==> src/rtl/logic_column_pkg.sv <==
// Shared types and sizing helpers for the logic column and its configuration loader.
package logic_column_pkg;

  typedef enum logic [1:0] {
    UNCONFIGURED = 2'd0,
    LOAD         = 2'd1,
    ACTIVE       = 2'd2
  } cfg_state_t;

  // Number of configuration beats needed to cover every tile's config bits.
  function automatic int unsigned cfg_words(input int unsigned tiles,
                                            input int unsigned tile_bits,
                                            input int unsigned word_bits);
    return (tiles * tile_bits + word_bits - 1) / word_bits;
  endfunction

endpackage

==> src/rtl/logic_column_cfg_loader.sv <==
// Word-serial configuration loader: ready/valid intake, shift register, load FSM, tile reset.
// Optional readback of the outgoing bitstream with LOGIC_COLUMN_CFG_READBACK_EN.
module logic_column_cfg_loader
  import logic_column_pkg::*;
#(
  parameter int unsigned TILE_COUNT        = 3,
  parameter int unsigned TILE_CONFIG_WIDTH = 194,
  parameter int unsigned CFG_WORD_WIDTH    = 32
) (
  input  logic                                    clock,
  input  logic                                    reset,
  input  logic                                    cfg_start,
  input  logic                                    cfg_valid,
  input  logic [CFG_WORD_WIDTH-1:0]               cfg_data,
  output logic                                    cfg_ready,
  output logic                                    cfg_busy,
  output logic                                    cfg_done,
  output logic [CFG_WORD_WIDTH-1:0]               cfg_rb_data,
  output logic                                    tile_nreset,
  output logic [TILE_COUNT*TILE_CONFIG_WIDTH-1:0] tile_cfg
);

  localparam int unsigned CFG_BITS  = TILE_COUNT * TILE_CONFIG_WIDTH;
  localparam int unsigned CFG_WORDS = cfg_words(TILE_COUNT, TILE_CONFIG_WIDTH, CFG_WORD_WIDTH);
  localparam int unsigned SR_W      = CFG_WORDS * CFG_WORD_WIDTH;
  localparam int unsigned CNT_W     = (CFG_WORDS > 1) ? $clog2(CFG_WORDS) : 1;
  localparam int unsigned LAST      = CFG_WORDS - 1;

  cfg_state_t       state;
  logic [SR_W-1:0]  cfg_sr;
  logic [SR_W-1:0]  sr_shift_c;
  logic [CNT_W-1:0] cnt;

  if (CFG_WORDS > 1) begin : g_shift
    assign sr_shift_c = {cfg_data, cfg_sr[SR_W-1:CFG_WORD_WIDTH]};
  end else begin : g_single
    assign sr_shift_c = cfg_data;
  end

  assign tile_cfg = cfg_sr[CFG_BITS-1:0];

`ifdef LOGIC_COLUMN_CFG_READBACK_EN
  logic [CFG_WORD_WIDTH-1:0] rb_q;
  assign cfg_rb_data = rb_q;
`else
  assign cfg_rb_data = '0;
`endif

  // cfg_start wins over a beat presented in the same cycle; that beat is dropped.
  always_ff @(posedge clock) begin
    if (reset) begin
      state       <= UNCONFIGURED;
      cfg_sr      <= '0;
      cnt         <= '0;
      cfg_ready   <= 1'b0;
      cfg_busy    <= 1'b0;
      cfg_done    <= 1'b0;
      tile_nreset <= 1'b0;
`ifdef LOGIC_COLUMN_CFG_READBACK_EN
      rb_q        <= '0;
`endif
    end else begin
      case (state)
        LOAD: begin
          if (cfg_start) begin
            cnt <= '0;
          end else if (cfg_valid && cfg_ready) begin
            cfg_sr <= sr_shift_c;
`ifdef LOGIC_COLUMN_CFG_READBACK_EN
            rb_q   <= cfg_sr[CFG_WORD_WIDTH-1:0];
`endif
            if (cnt == CNT_W'(LAST)) begin
              state       <= ACTIVE;
              cnt         <= '0;
              cfg_ready   <= 1'b0;
              cfg_busy    <= 1'b0;
              cfg_done    <= 1'b1;
              tile_nreset <= 1'b1;
            end else begin
              cnt <= cnt + CNT_W'(1);
            end
          end
        end
        default: begin
          if (cfg_start) begin
            state       <= LOAD;
            cnt         <= '0;
            cfg_ready   <= 1'b1;
            cfg_busy    <= 1'b1;
            cfg_done    <= 1'b0;
            tile_nreset <= 1'b0;
          end
        end
      endcase
    end
  end

endmodule

==> src/rtl/logic_tile.sv <==
// Behavioural LogicTile: registered pass-through of each side, keyed by its configuration.
// Requires CONFIG_WIDTH >= 4*IO_WIDTH; bits above the four side keys fold into one parity bit.
module logic_tile #(
  parameter int unsigned IO_WIDTH     = 6,
  parameter int unsigned CONFIG_WIDTH = 194
) (
  input  logic                    clock,
  input  logic                    nreset,
  input  logic [CONFIG_WIDTH-1:0] cfg,
  input  logic [IO_WIDTH-1:0]     north_in,
  input  logic [IO_WIDTH-1:0]     south_in,
  input  logic [IO_WIDTH-1:0]     east_in,
  input  logic [IO_WIDTH-1:0]     west_in,
  output logic [IO_WIDTH-1:0]     north_out,
  output logic [IO_WIDTH-1:0]     south_out,
  output logic [IO_WIDTH-1:0]     east_out,
  output logic [IO_WIDTH-1:0]     west_out
);

  localparam int unsigned KEY_BITS = 4 * IO_WIDTH;

  logic [IO_WIDTH-1:0] mix_c;

  if (CONFIG_WIDTH > KEY_BITS) begin : g_mix
    assign mix_c = {IO_WIDTH{^cfg[CONFIG_WIDTH-1:KEY_BITS]}};
  end else begin : g_no_mix
    assign mix_c = '0;
  end

  always_ff @(posedge clock) begin
    if (!nreset) begin
      north_out <= '0;
      south_out <= '0;
      east_out  <= '0;
      west_out  <= '0;
    end else begin
      north_out <= south_in ^ cfg[0*IO_WIDTH +: IO_WIDTH] ^ mix_c;
      south_out <= north_in ^ cfg[1*IO_WIDTH +: IO_WIDTH] ^ mix_c;
      east_out  <= west_in  ^ cfg[2*IO_WIDTH +: IO_WIDTH] ^ mix_c;
      west_out  <= east_in  ^ cfg[3*IO_WIDTH +: IO_WIDTH] ^ mix_c;
    end
  end

endmodule

==> src/rtl/logic_column_n.sv <==
// Logic column: TILE_COUNT stacked tiles with abutting north/south links and a serial config loader.
// Build option LOGIC_COLUMN_CFG_READBACK_EN enables bitstream readback on cfg_rb_data.
module logic_column_n
  import logic_column_pkg::*;
#(
  parameter int unsigned TILE_COUNT        = 3,
  parameter int unsigned IO_WIDTH          = 6,
  parameter int unsigned TILE_CONFIG_WIDTH = 194,
  parameter int unsigned CFG_WORD_WIDTH    = 32
) (
  input  logic                           clock,
  input  logic                           reset,
  input  logic [IO_WIDTH-1:0]            data_north_in,
  output logic [IO_WIDTH-1:0]            data_north_out,
  input  logic [IO_WIDTH-1:0]            data_south_in,
  output logic [IO_WIDTH-1:0]            data_south_out,
  input  logic [TILE_COUNT*IO_WIDTH-1:0] data_east_in,
  output logic [TILE_COUNT*IO_WIDTH-1:0] data_east_out,
  input  logic [TILE_COUNT*IO_WIDTH-1:0] data_west_in,
  output logic [TILE_COUNT*IO_WIDTH-1:0] data_west_out,
  input  logic                           cfg_start,
  input  logic                           cfg_valid,
  output logic                           cfg_ready,
  input  logic [CFG_WORD_WIDTH-1:0]      cfg_data,
  output logic                           cfg_busy,
  output logic                           cfg_done,
  output logic [CFG_WORD_WIDTH-1:0]      cfg_rb_data
);

  localparam int unsigned CFG_BITS = TILE_COUNT * TILE_CONFIG_WIDTH;

  logic                tile_nreset;
  logic [CFG_BITS-1:0] tile_cfg;
  logic [IO_WIDTH-1:0] north_link [TILE_COUNT];
  logic [IO_WIDTH-1:0] south_link [TILE_COUNT];

  logic_column_cfg_loader #(
    .TILE_COUNT        (TILE_COUNT),
    .TILE_CONFIG_WIDTH (TILE_CONFIG_WIDTH),
    .CFG_WORD_WIDTH    (CFG_WORD_WIDTH)
  ) u_loader (
    .clock       (clock),
    .reset       (reset),
    .cfg_start   (cfg_start),
    .cfg_valid   (cfg_valid),
    .cfg_data    (cfg_data),
    .cfg_ready   (cfg_ready),
    .cfg_busy    (cfg_busy),
    .cfg_done    (cfg_done),
    .cfg_rb_data (cfg_rb_data),
    .tile_nreset (tile_nreset),
    .tile_cfg    (tile_cfg)
  );

  // Tile 0 sits at the south edge; tile TILE_COUNT-1 at the north edge.
  for (genvar k = 0; k < TILE_COUNT; k++) begin : g_tile
    logic [IO_WIDTH-1:0] south_src;
    logic [IO_WIDTH-1:0] north_src;

    if (k == 0) begin : g_bot
      assign south_src = data_south_in;
    end else begin : g_mid_s
      assign south_src = north_link[k-1];
    end

    if (k == TILE_COUNT - 1) begin : g_top
      assign north_src = data_north_in;
    end else begin : g_mid_n
      assign north_src = south_link[k+1];
    end

    logic_tile #(
      .IO_WIDTH     (IO_WIDTH),
      .CONFIG_WIDTH (TILE_CONFIG_WIDTH)
    ) u_tile (
      .clock     (clock),
      .nreset    (tile_nreset),
      .cfg       (tile_cfg[k*TILE_CONFIG_WIDTH +: TILE_CONFIG_WIDTH]),
      .north_in  (north_src),
      .south_in  (south_src),
      .east_in   (data_east_in[k*IO_WIDTH +: IO_WIDTH]),
      .west_in   (data_west_in[k*IO_WIDTH +: IO_WIDTH]),
      .north_out (north_link[k]),
      .south_out (south_link[k]),
      .east_out  (data_east_out[k*IO_WIDTH +: IO_WIDTH]),
      .west_out  (data_west_out[k*IO_WIDTH +: IO_WIDTH])
    );
  end

  assign data_north_out = north_link[TILE_COUNT-1];
  assign data_south_out = south_link[0];

endmodule

==> config.mk <==
export PLATFORM = sky130hd
export DESIGN_NAME = logic_column_n
export DESIGN_NICKNAME = d
export VERILOG_FILES = /design/src/rtl/logic_column_pkg.sv /design/src/rtl/logic_column_cfg_loader.sv /design/src/rtl/logic_tile.sv /design/src/rtl/logic_column_n.sv
export SDC_FILE = /design/constraint.sdc
export NUM_CORES = 2
export LEC_CHECK = 0
export BUFFER_PORTS_ARGS = -buffer_cell sky130_fd_sc_hd__clkbuf_2
export CORE_AREA = 5 5 263 265
export DETAILED_ROUTE_END_ITERATION = 16
export DIE_AREA = 0 0 268 270
export SETUP_SLACK_MARGIN = 0.1
export SLEW_MARGIN = 30
export SYNTH_ARGS = -nofsm -noshare
export SYNTH_HDL_FRONTEND = slang
export SYNTH_SLANG_ARGS = --single-unit
==> constraint.sdc <==
create_clock -name clock -period 3 [get_ports clock]
set_clock_uncertainty 0.2 [all_clocks]
set_input_delay 0.3 -clock clock [delete_from_list [all_inputs] [get_ports clock]]
set_output_delay 0.3 -clock clock [all_outputs]
set_load 0.02 [all_outputs]
# Word level (Yosys, flattened, before mapping)
# Cells that the tools add are included.
[totals]
regBits = 689
latchBits = 0
ramBits = 0
romBits = 0
input_bits = 84
out_inout_bits = 83
wordCells = 76
mem_count = 0
[classes]
n_addsub = 1
multipliers = 0
div_mod_pow = 0
n_lt_le_gt_ge = 0
eq_ne = 3
shifts = 0
muxes = 20
n_bitwise = 25
n_reduce_logical = 10
[op_table]
columns = ["cell", "n"]
rows = [
  ["$reduce_xor A170 Y1", 3],
  ["$xor A6 B6 Y6", 24],
  ["$mux W5", 5],
  ["$mux W1", 10],
  ["$mux W2", 5],
  ["$reduce_bool A2 Y1", 3],
  ["$add A5 B1 Y5 const B", 1],
  ["$eq A5 B5 Y1 const B", 1],
  ["$reduce_and A4 Y1", 1],
  ["$reduce_and A3 Y1", 1],
  ["$eq A2 B1 Y1 const B", 1],
  ["$ne A2 B2 Y1 const B", 1],
  ["$reduce_and A2 Y1", 1],
  ["$logic_and A1 B1 Y1", 1],
  ["$not A1 Y1", 1],
]

# Logic depth before layout (Yosys ltp)
[depth]
ltp_word = 5
ltp_mapped = 9
mapped_depth_nobuf = 8

# Modules after synthesis
# A second synthesis with hierarchy kept.
[hier_totals]
hier_cells = 4244
hier_area_um2 = 34972.3
[modules_own_cells]
columns = ["module", "instances", "cells_per_inst", "area_each_um2", "seq_area_each_um2"]
rows = [
  ["logic_column_cfg_loader", 1, 3302, 25903.6, 12311.8],
  ["logic_tile", 3, 314, 3022.9, 480.5],
]

# Least setup slack after synthesis
# Ideal clock, no wire load.
[synth_timing]
path_kind = "register to register"
from = "register u_loader.cfg_sr[178]"
to = "register g_tile[0].u_tile.east_out[0]"
setup_ns = 0.115
arrival_ns = 2.251
required_time_ns = 2.685
slack_ns = 0.434
path_stages_with_launch = 10
n_path_buf = 1
period_less_slack_ns = 2.566
path_cell_list = "dfxtp_1 -> xnor2_1 -> xnor3_1 -> xnor3_1 -> xnor3_2 -> buf_6 -> xnor2_1 -> xnor2_1 -> xnor2_1 -> and2_1"
[synth_between]
elab_chain_cells = 2
[synth_rtl]
columns = ["element", "line", "source"]
rows = [
  ["start, declared", "logic_column_cfg_loader.sv:30", "logic [SR_W-1:0] cfg_sr;"],
  ["start signal, assigned", "logic_column_cfg_loader.sv:68", "cfg_sr <= sr_shift_c;"],
  ["$reduce_xor A170 Y1", "logic_tile.sv:25", "assign mix_c = {IO_WIDTH{^cfg[CONFIG_WIDTH-1:KEY_BITS]}};"],
  ["$xor A6 B6 Y6", "logic_tile.sv:39", "east_out <= west_in ^ cfg[2*IO_WIDTH +: IO_WIDTH] ^ mix_c;"],
  ["end signal, assigned", "logic_tile.sv:39", ""],
  ["end, declared", "logic_tile.sv:16", "output logic [IO_WIDTH-1:0] east_out,"],
]
# Every way passes these cells.
# A chain may end at the register's enable or synchronous reset.

# Worst setup path in the final report
[layout_timing]
from = "register u_loader.cfg_sr[372]"
to = "register g_tile[1].u_tile.north_out[5]"
[layout_between]
elab_chain_cells = 2
[layout_rtl]
columns = ["element", "line", "source"]
rows = [
  ["$reduce_xor A170 Y1", "logic_tile.sv:25", ""],
  ["$xor A6 B6 Y6", "logic_tile.sv:37", "north_out <= south_in ^ cfg[0*IO_WIDTH +: IO_WIDTH] ^ mix_c;"],
  ["end signal, assigned", "logic_tile.sv:37", ""],
  ["end, declared", "logic_tile.sv:14", "output logic [IO_WIDTH-1:0] north_out,"],
]
# Every way passes these cells.

==> summary.md <==
| Metric | Value |
|---|---|
| Initial antenna violation count | `0` |
| CTS Buf Count | `74` |
| Crit path cell chain | `xnor2_1, xnor3_1, xnor3_1, xnor3_2, buf_12, xnor2_1, xnor2_1, xnor2_1, and2_1` |
| Layout cells sized above 1 | `under 10%` |
| Count of different cell masters after synthesis | `24` |
| Worst-Skew Late Latency | `between 600 and 700 ps` |
| First-pass GRT wire length | `about 120 mm` |
| DRT Pass-1 Iters | `5` |
| Final Util | `52.10%` |
| Die area | `around 0.072 sq mm` |
| Cells after synthesis | `approximately 3700` |
| Post-synthesis sequential area ratio | `a little under half` |
| Max H-tree Level | `3` |
| Initial Util | `~45%` |
| Cell Pwr Density | `roughly 560 mW/mm^2` |
| Cell Rows | `95` |
| Max_slew headroom | `approximately half` |
| Worst path slowest cell | `xnor3_1` |
| Post-CTS Setup Bufs | `0` |
| Die Ht | `around 270 um` |
| # diodes | `0` |
| Die X | `between 200 and 300 um` |
| Leakage power | `roughly 0.012 uW` |
| Slew Limit Fails | `0` |
| Unrepaired setup endpoints after global routing | `yes` |
| Max Buffers Root-to-Sink | `3` |
| DRT iter0 DRCs | `roughly 1400` |
| Final setup TNS | `0 ps` |
| FF+latch count, synth | `687` |
| DR vias/cell | `4.861` |
| CP arrival | `about 3100 ps` |
| Vias in the first global route | `21520` |
| Worst Path Buf+Inv | `1` |
| VDD IR max | `370.2 uV` |
| Critical Path RT | `between 3000 and 4000 ps` |
| Pin count of the biggest net entering global routing | `about 130` |
| I/O pin cnt | `~170` |
| Dpl hpwl | `between 50 and 60 mm` |
| CTS Root Cell | `clkbuf_16` |
| Syn_area_per_cell | `approximately 8.3 sq um` |
| Clock sinks | `~690` |
| Hold WC Path Type | `in -> reg` |
| Number of I/O port buffers | `134` |
| Drt drc | `0` |
| Core Area | `roughly 0.067 sq mm` |
| Gpl congestion | `~0.79` |
| Final setup vio count | `0` |
| Post-Syn Area | `about 0.030 sq mm` |
| Post-layout nets | `3823` |
| Vias | `between 20000 and 25000` |
| Total Routing Usage GR | `19.95%` |
| Routed len/inst | `between 15 and 20 um` |
| Max Cap Viol | `0` |
| Drt total wl | `approximately 74 mm` |
| Critical Path Source Type | `register` |
| Fmax | `354.6 MHz` |
| Worst-Margin Slew | `774.0 ps` |
| CTS tree | `built` |
| Total congestion overflow | `0` |
| CP max FO | `24` |
| Most used cell along the critical path | `xnor2_1` |
| Sequential standard cell area | `about 0.014 sq mm` |
| Fill cell count | `6453` |
| Post-route minimum period | `between 2000 and 3000 ps` |
| Routed Antenna Nets | `0` |
| WS Path Type | `reg -> reg` |
| CP endpoint kind | `register` |
| Area Growth Syn to Fin | `14.96%` |
| CP peak stage delay | `roughly 420 ps` |
| Area occupied by multi-input gates | `about 0.015 sq mm` |
| Synth warn | `0` |
| Reg clk slew, reported paths | `around 60 ps` |
| Hold Fails Final Rpt | `0` |
| Final Cycle Share | `94.01%` |
| Top delay family on crit path | `XOR/XNOR gates` |
| Status | `finished clean` |
final timing paths:
check                                    start                                  endpoint  slack, ps  cells after the start
max          u_loader.cfg_sr[372]$_SDFFE_PP0P_  g_tile[1].u_tile.north_out[5]$_SDFF_PN0_        180                      9
min                           data_east_in[14]   g_tile[2].u_tile.west_out[2]$_SDFF_PN0_        110                      6
max reg2reg  u_loader.cfg_sr[372]$_SDFFE_PP0P_  g_tile[1].u_tile.north_out[5]$_SDFF_PN0_        180                      9
min reg2reg  u_loader.cfg_sr[591]$_SDFFE_PP0P_         u_loader.cfg_sr[559]$_SDFFE_PP0P_        250                      2
state kept, by name (all words and copies together) (netlist names):
name	count
g_tile.u_tile.east_out	18
u_loader.state	1
g_tile.u_tile.west_out	18
g_tile.u_tile.north_out	18
u_loader.cfg_sr	608
g_tile.u_tile.south_out	18
u_loader.cfg_done	1
u_loader.cnt	5
tightest hold or removal path: stages:
cell      delay (ps)
clkbuf_2          80
xor2_1            60
xnor2_1          160
xnor2_1           70
xnor2_1          120
and2_1           110
area by class of cell:
cell class	instances	share of cell area, %
clock buffer	109	6.242
clock inverter	25	0.9633
inverter	2	0.02165
multi-input combinational	2734	44.33
sequential	687	39.66
tap	873	3.150
timing repair buffer	238	5.628
through the flow:
stage               total power, uW  cells  setup slack [ps]  instance area [sq um]  hold slack (ps)
CTS                           19690   4668             201.6                  34660            87.18
detailed placement            10250   4493             224.5                  31760            246.3
global placement              10240   4493             280.8                  31760            244.0
global route                  20160   4668             99.26                  34680            120.7
floorplan                     10030   3685             434.3                  30280            232.1
finish                        19470   4668             179.8                  34680            109.1
Yosys cell counts (all sizes together):
master | n | area, sq um
ha | 2 | 25.02
conb | 1 | 3.750
clkbuf | 210 | 788.3
nand3 | 1 | 5.000
dfxtp | 687 | 13750
nor3 | 1 | 5.000
nor2 | 13 | 48.80
nand2b | 1 | 6.260
nand3b | 1 | 7.510
nand2 | 1219 | 4576
o21ai | 1 | 5.000
xnor2 | 639 | 5597
a21oi | 611 | 3058
buf | 52 | 394.1
inv | 2 | 7.510
xor2 | 123 | 1077
xnor3 | 15 | 341.6
nor2b | 3 | 18.77
nand4 | 2 | 12.51
and2 | 70 | 437.9
power by group:
group | switching [uW] | internal [uW]
registers | 10.8 | 9140
clock network | 3760 | 5630
logic | 569 | 366
placed cells by master, fill, tap and decap left out, types with 2 or more instances in the layout:
| cell type | netlist | layout |
|---|---|---|
| clkbuf_2 | 0 | 133 |
| buf_12 | 0 | 31 |
| xnor2_1 | 639 | 637 |
| ha_1 | 2 | 2 |
| a21oi_1 | 611 | 611 |
| nor2b_1 | 3 | 3 |
| dlygate4sd3_1 | 0 | 41 |
| nor2_1 | 13 | 12 |
| xor2_1 | 123 | 123 |
| inv_6 | 0 | 5 |
| xnor3_1 | 12 | 9 |
| and2_1 | 70 | 70 |
| conb_1 | 1 | 32 |
| inv_1 | 2 | 2 |
| bufinv_16 | 0 | 7 |
| clkinv_2 | 0 | 12 |
| xnor3_2 | 3 | 6 |
| nand4_1 | 2 | 2 |
| clkbuf_1 | 210 | 18 |
| clkbuf_16 | 0 | 75 |
| nand2_1 | 1219 | 1219 |
| xnor2_2 | 0 | 2 |
| dfxtp_1 | 687 | 686 |
| buf_4 | 39 | 32 |
| clkbuf_8 | 0 | 16 |
logic make-up (layout without fill, tap and decap cells):
group                      Yosys count  count (layout)  synth area share [%]
buffers and inverters              264             374                 3.944
DFF                                687             687                 45.59
adders and majority gates            2               2               0.08294
xor gates and xnor gates           777             777                 23.25
and+or+nand+nor                   1311            1311                 16.96
AOI/OAI and AO/OA                  612             612                 10.15
other                                1              32               0.01243
repair_timing:
action,4_1_cts,5_1_grt
hold buffers,41,0
hold endpoints to repair,99,0
setup endpoints to repair,0,2
gates resized for setup,0,2
per-layer routing:
metal | share of wire (%) | GRT usage (%) | wire length (um) | vias up
met5 | 0 | 0 | 0 | -
met1 | 47 | 27.45 | 34410 | 10670
li1 | - | - | - | 11630
met2 | 48 | 33.06 | 35560 | 298
met4 | 2.3 | 5.190 | 1686 | 0
met3 | 3.0 | 2.870 | 2196 | 93
Power figures use the tool's default switching activity.
